<file path="src/rtl/vga_pkg.sv">
// Shared definitions for the VGA layer compositor.
// Holds the colour-code constants, the configuration register map and the
// configuration state type used by vga_layer_mux and its sub-modules.
package vga_pkg;

  localparam logic [4:0] CIDX_TRANSPARENT = 5'b11000;
  localparam logic [4:0] CIDX_BLACK       = 5'b00000;
  localparam logic [4:0] CIDX_WHITE       = 5'b00111;

  localparam logic [1:0] CFG_EN     = 2'd0;
  localparam logic [1:0] CFG_BLINK  = 2'd1;
  localparam logic [1:0] CFG_BG     = 2'd2;
  localparam logic [1:0] CFG_PERIOD = 2'd3;

  typedef enum logic {
    IDLE    = 1'b0,
    PENDING = 1'b1
  } cfg_state_t;

endpackage

</file>
<file path="src/rtl/vga_blink_timer.sv">
// Frame-synchronous blink phase generator.
// Ports:
//   clk, rst_n   pixel clock, asynchronous active-low reset
//   frame_start  one-cycle pulse at the first pixel of each frame
//   period       active blink half-period in frames (0 = never blink)
//   phase        blink phase in effect for the current cycle (1 = visible)
// The counter advances on each frame_start using the period that was active
// before that frame_start.  The phase output already reflects the update made
// on the frame_start cycle, so the first pixel of a frame sees the new phase.
module vga_blink_timer (
  input  logic       clk,
  input  logic       rst_n,
  input  logic       frame_start,
  input  logic [7:0] period,
  output logic       phase
);

  logic [7:0] cnt_q;
  logic [7:0] cnt_d;
  logic       phase_q;
  logic       phase_d;

  always_comb begin
    cnt_d   = cnt_q;
    phase_d = phase_q;
    if (frame_start) begin
      if (period == '0) begin
        cnt_d   = '0;
        phase_d = 1'b1;
      end else if (cnt_q == period - 8'd1) begin
        cnt_d   = '0;
        phase_d = ~phase_q;
      end else begin
        cnt_d = cnt_q + 8'd1;
      end
    end
  end

  always_ff @(posedge clk or negedge rst_n) begin
    if (!rst_n) begin
      cnt_q   <= '0;
      phase_q <= 1'b1;
    end else begin
      cnt_q   <= cnt_d;
      phase_q <= phase_d;
    end
  end

  assign phase = phase_d;

endmodule

</file>
<file path="src/rtl/vga_layer_mux.sv">
// Per-pixel overlay compositor in front of the 5-bit colour decoder.
// Selects the highest-priority visible, non-transparent layer (layer 0 first)
// through a fixed 2-stage pipeline; falls back to the background code.
// Configuration writes land in shadow registers and are copied to the active
// set on frame_start.
// Optional feature: define VGA_LAYER_STATS_EN to enable the per-frame
// opaque-pixel counter on stat_opaque_cnt (tied to 0 otherwise).
// Ports:
//   clk, rst_n       pixel clock, asynchronous active-low reset
//   frame_start      first-pixel-of-frame pulse
//   pix_valid_in     layer codes valid this cycle
//   layer_cidx       layer n code in bits [5n+4:5n]
//   cfg_wr/addr/wdata configuration write port, cfg_ack one-cycle acknowledge
//   pix_valid_out    output code valid (2 cycles after pix_valid_in)
//   cout_idx         selected colour code
//   cout_layer       winning layer, NUM_LAYERS for background
//   stat_opaque_cnt  opaque pixel count of the previous frame
module vga_layer_mux #(
  parameter int unsigned NUM_LAYERS = 4,
  parameter int unsigned CNT_W      = 20
) (
  input  logic                    clk,
  input  logic                    rst_n,
  input  logic                    frame_start,
  input  logic                    pix_valid_in,
  input  logic [5*NUM_LAYERS-1:0] layer_cidx,
  input  logic                    cfg_wr,
  input  logic [1:0]              cfg_addr,
  input  logic [7:0]              cfg_wdata,
  output logic                    cfg_ack,
  output logic                    pix_valid_out,
  output logic [4:0]              cout_idx,
  output logic [2:0]              cout_layer,
  output logic [CNT_W-1:0]        stat_opaque_cnt
);

  import vga_pkg::*;

  // With NUM_LAYERS = 8 the background index wraps to 0 in the 3-bit field.
  localparam logic [2:0] LAYER_BG = 3'(NUM_LAYERS);

  cfg_state_t              state_q;
  logic [NUM_LAYERS-1:0]   sh_en, sh_blink, act_en, act_blink;
  logic [4:0]              sh_bg, act_bg;
  logic [7:0]              sh_period, act_period;

  logic                    apply;
  logic [NUM_LAYERS-1:0]   eff_en, eff_blink, visible;
  logic [4:0]              eff_bg;
  logic                    phase;

  logic                    s1_valid;
  logic [5*NUM_LAYERS-1:0] s1_cidx;
  logic [NUM_LAYERS-1:0]   s1_vis;
  logic [4:0]              s1_bg;

  logic [4:0]              sel_idx;
  logic [2:0]              sel_layer;
  logic                    found;

  // A pending update lands on frame_start; the pixel sampled in that same
  // cycle must already see the new values, so bypass the shadow set.
  assign apply     = frame_start && (state_q == PENDING);
  assign eff_en    = apply ? sh_en    : act_en;
  assign eff_blink = apply ? sh_blink : act_blink;
  assign eff_bg    = apply ? sh_bg    : act_bg;

  always_ff @(posedge clk or negedge rst_n) begin
    if (!rst_n) begin
      state_q    <= IDLE;
      cfg_ack    <= 1'b0;
      sh_en      <= '1;
      sh_blink   <= '0;
      sh_bg      <= CIDX_BLACK;
      sh_period  <= '0;
      act_en     <= '1;
      act_blink  <= '0;
      act_bg     <= CIDX_BLACK;
      act_period <= '0;
    end else begin
      cfg_ack <= cfg_wr;
      // The copy reads the shadow values before any coincident write lands.
      if (apply) begin
        act_en     <= sh_en;
        act_blink  <= sh_blink;
        act_bg     <= sh_bg;
        act_period <= sh_period;
      end
      if (cfg_wr) begin
        case (cfg_addr)
          CFG_EN:     sh_en     <= cfg_wdata[NUM_LAYERS-1:0];
          CFG_BLINK:  sh_blink  <= cfg_wdata[NUM_LAYERS-1:0];
          CFG_BG:     sh_bg     <= cfg_wdata[4:0];
          CFG_PERIOD: sh_period <= cfg_wdata;
          default:    ;
        endcase
      end
      case (state_q)
        IDLE:    if (cfg_wr) state_q <= PENDING;
        PENDING: if (frame_start && !cfg_wr) state_q <= IDLE;
        default: state_q <= IDLE;
      endcase
    end
  end

  vga_blink_timer u_blink (
    .clk         (clk),
    .rst_n       (rst_n),
    .frame_start (frame_start),
    .period      (act_period),
    .phase       (phase)
  );

  assign visible = eff_en & (~eff_blink | {NUM_LAYERS{phase}});

  // Stage 1: capture codes with their visibility and background.
  always_ff @(posedge clk or negedge rst_n) begin
    if (!rst_n) begin
      s1_valid <= 1'b0;
      s1_cidx  <= '0;
      s1_vis   <= '0;
      s1_bg    <= '0;
    end else begin
      s1_valid <= pix_valid_in;
      if (pix_valid_in) begin
        s1_cidx <= layer_cidx;
        s1_vis  <= visible;
        s1_bg   <= eff_bg;
      end
    end
  end

  // Stage 2: priority select, lowest layer index wins.
  always_comb begin
    sel_idx   = s1_bg;
    sel_layer = LAYER_BG;
    found     = 1'b0;
    for (int unsigned n = 0; n < NUM_LAYERS; n++) begin
      if (!found && s1_vis[n] && (s1_cidx[5*n +: 5] != CIDX_TRANSPARENT)) begin
        found     = 1'b1;
        sel_idx   = s1_cidx[5*n +: 5];
        sel_layer = 3'(n);
      end
    end
  end

  always_ff @(posedge clk or negedge rst_n) begin
    if (!rst_n) begin
      pix_valid_out <= 1'b0;
      cout_idx      <= '0;
      cout_layer    <= '0;
    end else begin
      pix_valid_out <= s1_valid;
      if (s1_valid) begin
        cout_idx   <= sel_idx;
        cout_layer <= sel_layer;
      end
    end
  end

`ifdef VGA_LAYER_STATS_EN
  logic [CNT_W-1:0] opq_cnt;
  logic             count_now;

  assign count_now = pix_valid_out && (cout_idx != CIDX_TRANSPARENT);

  // A pixel counted on the frame_start cycle belongs to the new frame.
  always_ff @(posedge clk or negedge rst_n) begin
    if (!rst_n) begin
      opq_cnt         <= '0;
      stat_opaque_cnt <= '0;
    end else if (frame_start) begin
      stat_opaque_cnt <= opq_cnt;
      opq_cnt         <= CNT_W'(count_now);
    end else if (count_now && (opq_cnt != '1)) begin
      opq_cnt <= opq_cnt + 1'b1;
    end
  end
`else
  assign stat_opaque_cnt = '0;
`endif

endmodule

</file>
<file path="config.mk">
export PLATFORM = sky130hd
export DESIGN_NAME = vga_layer_mux
export DESIGN_NICKNAME = d
export VERILOG_FILES = /design/src/rtl/vga_pkg.sv /design/src/rtl/vga_blink_timer.sv /design/src/rtl/vga_layer_mux.sv
export SDC_FILE = /design/constraint.sdc
export NUM_CORES = 1
export LEC_CHECK = 0
export BUFFER_PORTS_ARGS = -buffer_cell sky130_fd_sc_hd__buf_4
export CORE_ASPECT_RATIO = 1.25
export CORE_MARGIN = 5
export CORE_UTILIZATION = 30
export DETAILED_ROUTE_END_ITERATION = 16
export PLACE_DENSITY = 0.53
export SLEW_MARGIN = 10
export SYNTH_ARGS = -nofsm -noshare
export SYNTH_HDL_FRONTEND = slang
export SYNTH_SLANG_ARGS = --single-unit
</file>
<file path="constraint.sdc">
create_clock -name clk -period 6.1 [get_ports clk]
set_input_delay 0.61 -clock clk [delete_from_list [all_inputs] [get_ports clk]]
set_output_delay 0.61 -clock clk [all_outputs]
set_load 0.02 [all_outputs]
</file>
Word level (Yosys, flattened, before mapping)
Index checks and enable logic that the tools add are counted.
{ "op_classes": {"n_bitwise": 5, "mux": 22, "n_reduce_logical": 19, "n_addsub": 2, "n_eq_ne": 8} }
{ "op_table": {"columns": ["op", "n"], "rows": [
  ["$mux W5", 5],
  ["$ne A5 B5 Y1 const B", 4],
  ["$mux W8", 2],
  ["$mux W3", 4],
  ["$logic_and A1 B1 Y1", 9],
  ["$add A8 B1 Y8 const B", 1],
  ["$eq A8 B8 Y1", 1],
  ["$logic_not A8 Y1", 1],
  ["$mux W1", 8],
  ["$mux W4", 2],
  ["$reduce_and A2 Y1", 4],
  ["$sub A8 B1 Y8 const B", 1],
  ["$and A4 B4 Y4", 1],
  ["$eq A2 B2 Y1 const B", 2],
  ["$logic_not A1 Y1", 4],
  ["$not A4 Y4", 1],
  ["$or A4 B4 Y4", 1],
  ["$eq A2 B1 Y1 const B", 1],
  ["$logic_not A2 Y1", 1],
  ["$not A1 Y1", 2],
  ["$pmux W1 S2", 1]
]} }
{ "totals": {"input_bits": 35, "elab_cells": 75, "register_bits": 92, "out_inout_bits": 30} }

Depth between registers and ports, before layout
{ "logic_depth": {"word_depth": 15, "mapped_depth": 8} }

Modules after synthesis
Synthesis repeated with hierarchy kept, for this count alone.
{ "unflattened": {"hier_cells": 365, "hier_area_um2": 4344.2} }
{ "by_module_without_submodules": {"columns": ["mod", "n_inst", "seq_area_each_um2", "cells_per_inst", "area_per_inst_um2"], "rows": [
  ["vga_layer_mux", 1, 2087.0, 282, 3626.0],
  ["vga_blink_timer", 1, 226.5, 83, 718.2]
]} }

Worst setup path after synthesis
OpenSTA, ideal clock, no wires.
{ "synth_timing": {"path_kind": "register -> register", "start": "register act_period[0]", "end": "register u_blink.cnt_q[3]", "arrival_time_ps": 2210, "stages_incl_launch_ff": 7, "synth_period_minus_slack_ps": 2346, "required_time_ps": 5963, "path_slack_ps": 3754, "cell_sequence": "dfrtp_1 > or4_4 > or4_4 > and3_4 > o31ai_2 > or2_2 > a31oi_1"} }
{ "synth_via": {"elab_chain_cells": 4, "elab_cells_between_ends": 5, "cone_classes": "add/sub (1); eq/ne (1); mux (2); reduce/logical (1)"} }
{ "synth_rtl": {"columns": ["item", "line", "source"], "rows": [
  ["from (decl)", "vga_layer_mux.sv:45", "logic [7:0] sh_period, act_period;"],
  ["from (signal assigned)", "vga_layer_mux.sv:87", "act_period <= sh_period;"],
  ["$sub A8 B1 Y8", "vga_blink_timer.sv:30", "end else if (cnt_q == period - 8'd1) begin"],
  ["$eq A8 B8 Y1", "vga_blink_timer.sv:30", null],
  ["$mux W8", "vga_blink_timer.sv:30", null],
  ["$mux W8 *", "vga_blink_timer.sv:27", "if (period == '0) begin"],
  ["to (signal assigned)", "vga_blink_timer.sv:44", "cnt_q <= cnt_d;"],
  ["to (decl)", "vga_blink_timer.sv:18", "logic [7:0] cnt_q;"]
]} }
Mark *: on every way between the ends. The rest lies on a longest branch, timed or not.
A chain may end at the register's enable or synchronous reset.

Worst setup path after layout
Ends and elaborated chain as after synthesis.

==> results.md <==
- Synth Register Bits: 92
- Setup TNS: 0 ns
- Final Hold Fails: 0
- Number of antenna diodes: 0
- CTS tree: yes
- Largest net degree at the start of global routing: 71
- Pins Over Slew Limit: 0
- Clk_lat worst skew: 0.34 ns
- Worst Reg2Reg Path Length in Cells: 6
- Via count: 2784
- Routability cong.: 0.778
- Clk pwr share: 30.1%
- CP cell instances: or4_4 -> or4_4 -> and3_4 -> o31ai_2 -> or2_2 -> a31oi_1
- LEAKAGE: 2.23 nW
- Combinational Power Share: 26.5%
- Synth Flop Type: dfrtp_1
- Detail Placement HPWL: 6440 µm
- Number of global-route vias before repair: 3012
- Crit. path cell count: 6
- Routed vias/inst: 4.85
- Chip width: 117 µm
- Die area: 16700 µm²
- Top cells by area, synth: dfrtp_1 (49%), mux2_2 (17%), dfstp_2 (5.5%), buf_4 (3.5%), a31oi_1 (2.1%)
- Iteration-0 DRC Markers: 94
- Fin crit share: 41.8%
- Root Buffer: clkbuf_16
- Initial antenna violation count: 0
- Top cell by count, worst path: or4_4
- Core Area: 13900 µm²
- Synth warnings: 0
- Postcts setup bufs: 0
- Part of the power in registers: 43.4%
- Clock tree buffer depth: 2
- Gr ovfl total: 0
- Period minus WS final: 2.55 ns
- Wire length per cell: 15.4 µm
- Die Ht: 143 µm
- Hold Path Class: input port to asynchronous set/reset pin
- PD cells: 399 nW/µm²
- Max-slew headroom: 37.1%
- Worst setup SP type: flop
- Post-synthesis cell type count: 50
- Area after DPL: 4720 µm²
- Port bufs: 44
- Design area: 5050 µm²
- Post-synthesis sequential area ratio: 54.2%
- Worst path bufs/invs: 0
- Starting Density: 30.8%
- Area leader, netlist: dfrtp_1
- EDFF count, synth: 0
- Register-to-Register Setup Slack: 3.55 ns
- Clock Sinks: 92
- Final setup vio count: 0
- Final nets: 431
- Worst slew pin tran: 0.941 ns
- WP data arrival: 2.76 ns
- Reg2reg end: u_blink.cnt_q[3]$_DFFE_PN0P_
- Number of H-tree levels: 3
- PostCTS Resize Cnt: 0
- Req. time, crit path: 6.32 ns
- Layout cells sized above 1: 37.1%
- Max-cap violations: 0
- DRT Wirelength: 8830 µm
- Post-CTS Hold Fix Bufs: 0
- Setup Crit Path Kind: flop to flop
- FF-to-FF Start: act_period[0]$_DFFE_PN0P_
- Maximum clock rate: 0.392 GHz
- Status: finished, final reports clean
- Net Switching: 0.622 mW
- CTS buffer count: 9
- Mean Syn Cell Area: 12.3 µm²
- Maximum VDD drop: 209 µV
- Reg clk slew, reported paths: 0.07 ns
- Critical Path Sink Type: flop
- RSZ-0062 raised after global routing: false
- I/O Pins: 65
- Critical Path Fanout Max: 7
- Top cell type's share of synthesized area: 48.7%
- Worst Setup EP: u_blink.cnt_q[3]$_DFFE_PN0P_
- Async set-or-reset flop fraction in the synthesized netlist: 100%
- Global-route wire length before repair: 14900 µm
- Sw Ratio: 30.9%
- Syn Inst Count: 348
- Worst path slowest cell: or4_4
- Synth-to-layout area growth: 18.3%
- Max stage delay on crit path: 0.54 ns
- GRT Util Overall: 11.4%
- Worst Skew: 0.00590 ns
- # rows: 48
- CP startpoint: act_period[0]$_DFFE_PN0P_
- Detailed-route DRC error count: 0
- Post-Syn Area: 4270 µm²
- Pint: 1.39 mW
- Family with the most delay on the worst path: simple AND/OR/NAND/NOR gates
- DR pass1 iterations: 4
- Routed Antenna Nets: 0
-- synth_stat cells, types with 2 or more instances --
cell / n
and3_1: 4
or2_1: 2
clkbuf_1: 8
nand4_1: 2
o2bb2ai_1: 3
nand3_1: 9
o22ai_1: 5
nand2b_1: 3
o21ai_0: 7
a21o_1: 2
xnor2_1: 5
a22oi_1: 3
xor2_1: 2
nor2_1: 14
a31oi_1: 14
inv_1: 15
or4_4: 2
a31o_2: 2
o211ai_1: 2
nor3b_1: 3
o221ai_1: 2
o41ai_1: 2
dfrtp_1: 83
mux2_2: 66
nand3b_1: 2
dfstp_2: 9
buf_4: 20
nand2_1: 12
ha_1: 2
or2_2: 2
nor3_1: 4
a211oi_1: 5
a32o_1: 2
a21oi_1: 9
mux2i_1: 5
buf_1: 2
-- sequential cells by signal, indices dropped and copies added (netlist names) --
signal and count:
pix_valid_out 1, act_bg 5, s1_cidx 20, cout_layer 3, u_blink.cnt_q 8, s1_bg 5
cout_idx 5, u_blink.phase_q 1, state_q 1, sh_en 4, sh_blink 4, act_en 4
s1_vis 4, cfg_ack 1, act_blink 4, s1_valid 1, sh_bg 5, act_period 8
sh_period 8
-- final cells by class --
type / count / area [µm²]
clock buffers: 11 / 243
clock inverters: 5 / 83.8
fillers: 1398 / 8820
inverters: 15 / 56.3
multi-input cells: 230 / 1790
flip-flops and latches: 92 / 2310
well taps: 175 / 219
repair buffers: 46 / 345
-- logic make-up (layout without fill, tap and decap cells) --
| kind of cell | Yosys count | after routing | synth area share (%) |
|---|---|---|---|
| xor+xnor | 7 | 7 | 1.44 |
| compound gates | 64 | 64 | 10.9 |
| buf+inv | 45 | 77 | 5.72 |
| mux | 71 | 71 | 18.6 |
| simple gates | 66 | 66 | 8.42 |
| other cells | 1 | 20 | 0.0879 |
| flops | 92 | 92 | 54.2 |
| fa+ha+maj | 2 | 2 | 0.586 |
-- metrics by stage --
stage | hold slack, ns | util (%) | power [mW] | cells | setup WS, ns
global route | 0.181 | 36.4 | 2.15 | 574 | 3.41
floorplan | 0.314 | - | 1.25 | 367 | 3.75
CTS | 0.157 | 36.4 | 2.04 | 574 | 3.54
finish | 0.158 | 36.4 | 2.02 | 574 | 3.55
global placement | 0.458 | 34.0 | 1.41 | 558 | 3.59
detailed placement | 0.465 | 34.0 | 1.43 | 558 | 3.54
-- power groups by stage --
stage	clock network, mW	logic, mW	registers (mW)
after floorplan	0	0.373	0.878
after global placement	0	0.531	0.882
after detailed placement	0	0.541	0.885
after CTS	0.626	0.543	0.876
after global routing	0.652	0.597	0.897
final	0.606	0.534	0.875
-- routing by layer --
metal  vias to the layer above  GRT usage [%]  wire, µm
met5                         -              0         0
met4                         0           5.68       270
met3                        17           2.19       301
met2                        60           19.7      4630
met1                      1391           13.4      3630
li1                       1316              -         -
-- worst min path at each step --
stage / from / end / slack, ns / cells after the start
after floorplan: rst_n / act_bg[0]$_DFF_PN0_ / 0.31 / 0
after global placement: state_q$_DFF_PN0_ / state_q$_DFF_PN0_ / 0.46 / 1
after detailed placement: state_q$_DFF_PN0_ / state_q$_DFF_PN0_ / 0.47 / 1
after CTS: rst_n / u_blink.cnt_q[2]$_DFFE_PN0P_ / 0.16 / 1
after global routing: rst_n / act_period[3]$_DFFE_PN0P_ / 0.18 / 1
final: rst_n / u_blink.cnt_q[2]$_DFFE_PN0P_ / 0.16 / 1
-- cell usage in the layout (no fill, tap or decap), types with 4 or more instances in the layout --
| master | netlist | routed |
|---|---|---|
| a31oi_1 | 14 | 14 |
| a211oi_1 | 5 | 5 |
| nor2_1 | 14 | 14 |
| buf_4 | 20 | 46 |
| conb_1 | 1 | 20 |
| nor3_1 | 4 | 4 |
| clkbuf_16 | 0 | 9 |
| o22ai_1 | 5 | 5 |
| mux2i_1 | 5 | 5 |
| mux2_2 | 66 | 66 |
| inv_1 | 15 | 15 |
| nand3_1 | 9 | 9 |
| a21oi_1 | 9 | 9 |
| dfrtp_1 | 83 | 83 |
| dfstp_2 | 9 | 9 |
| nand2_1 | 12 | 12 |
| o21ai_0 | 7 | 7 |
| xnor2_1 | 5 | 5 |
| and3_1 | 4 | 4 |
(Power assumes the default switching activity.)
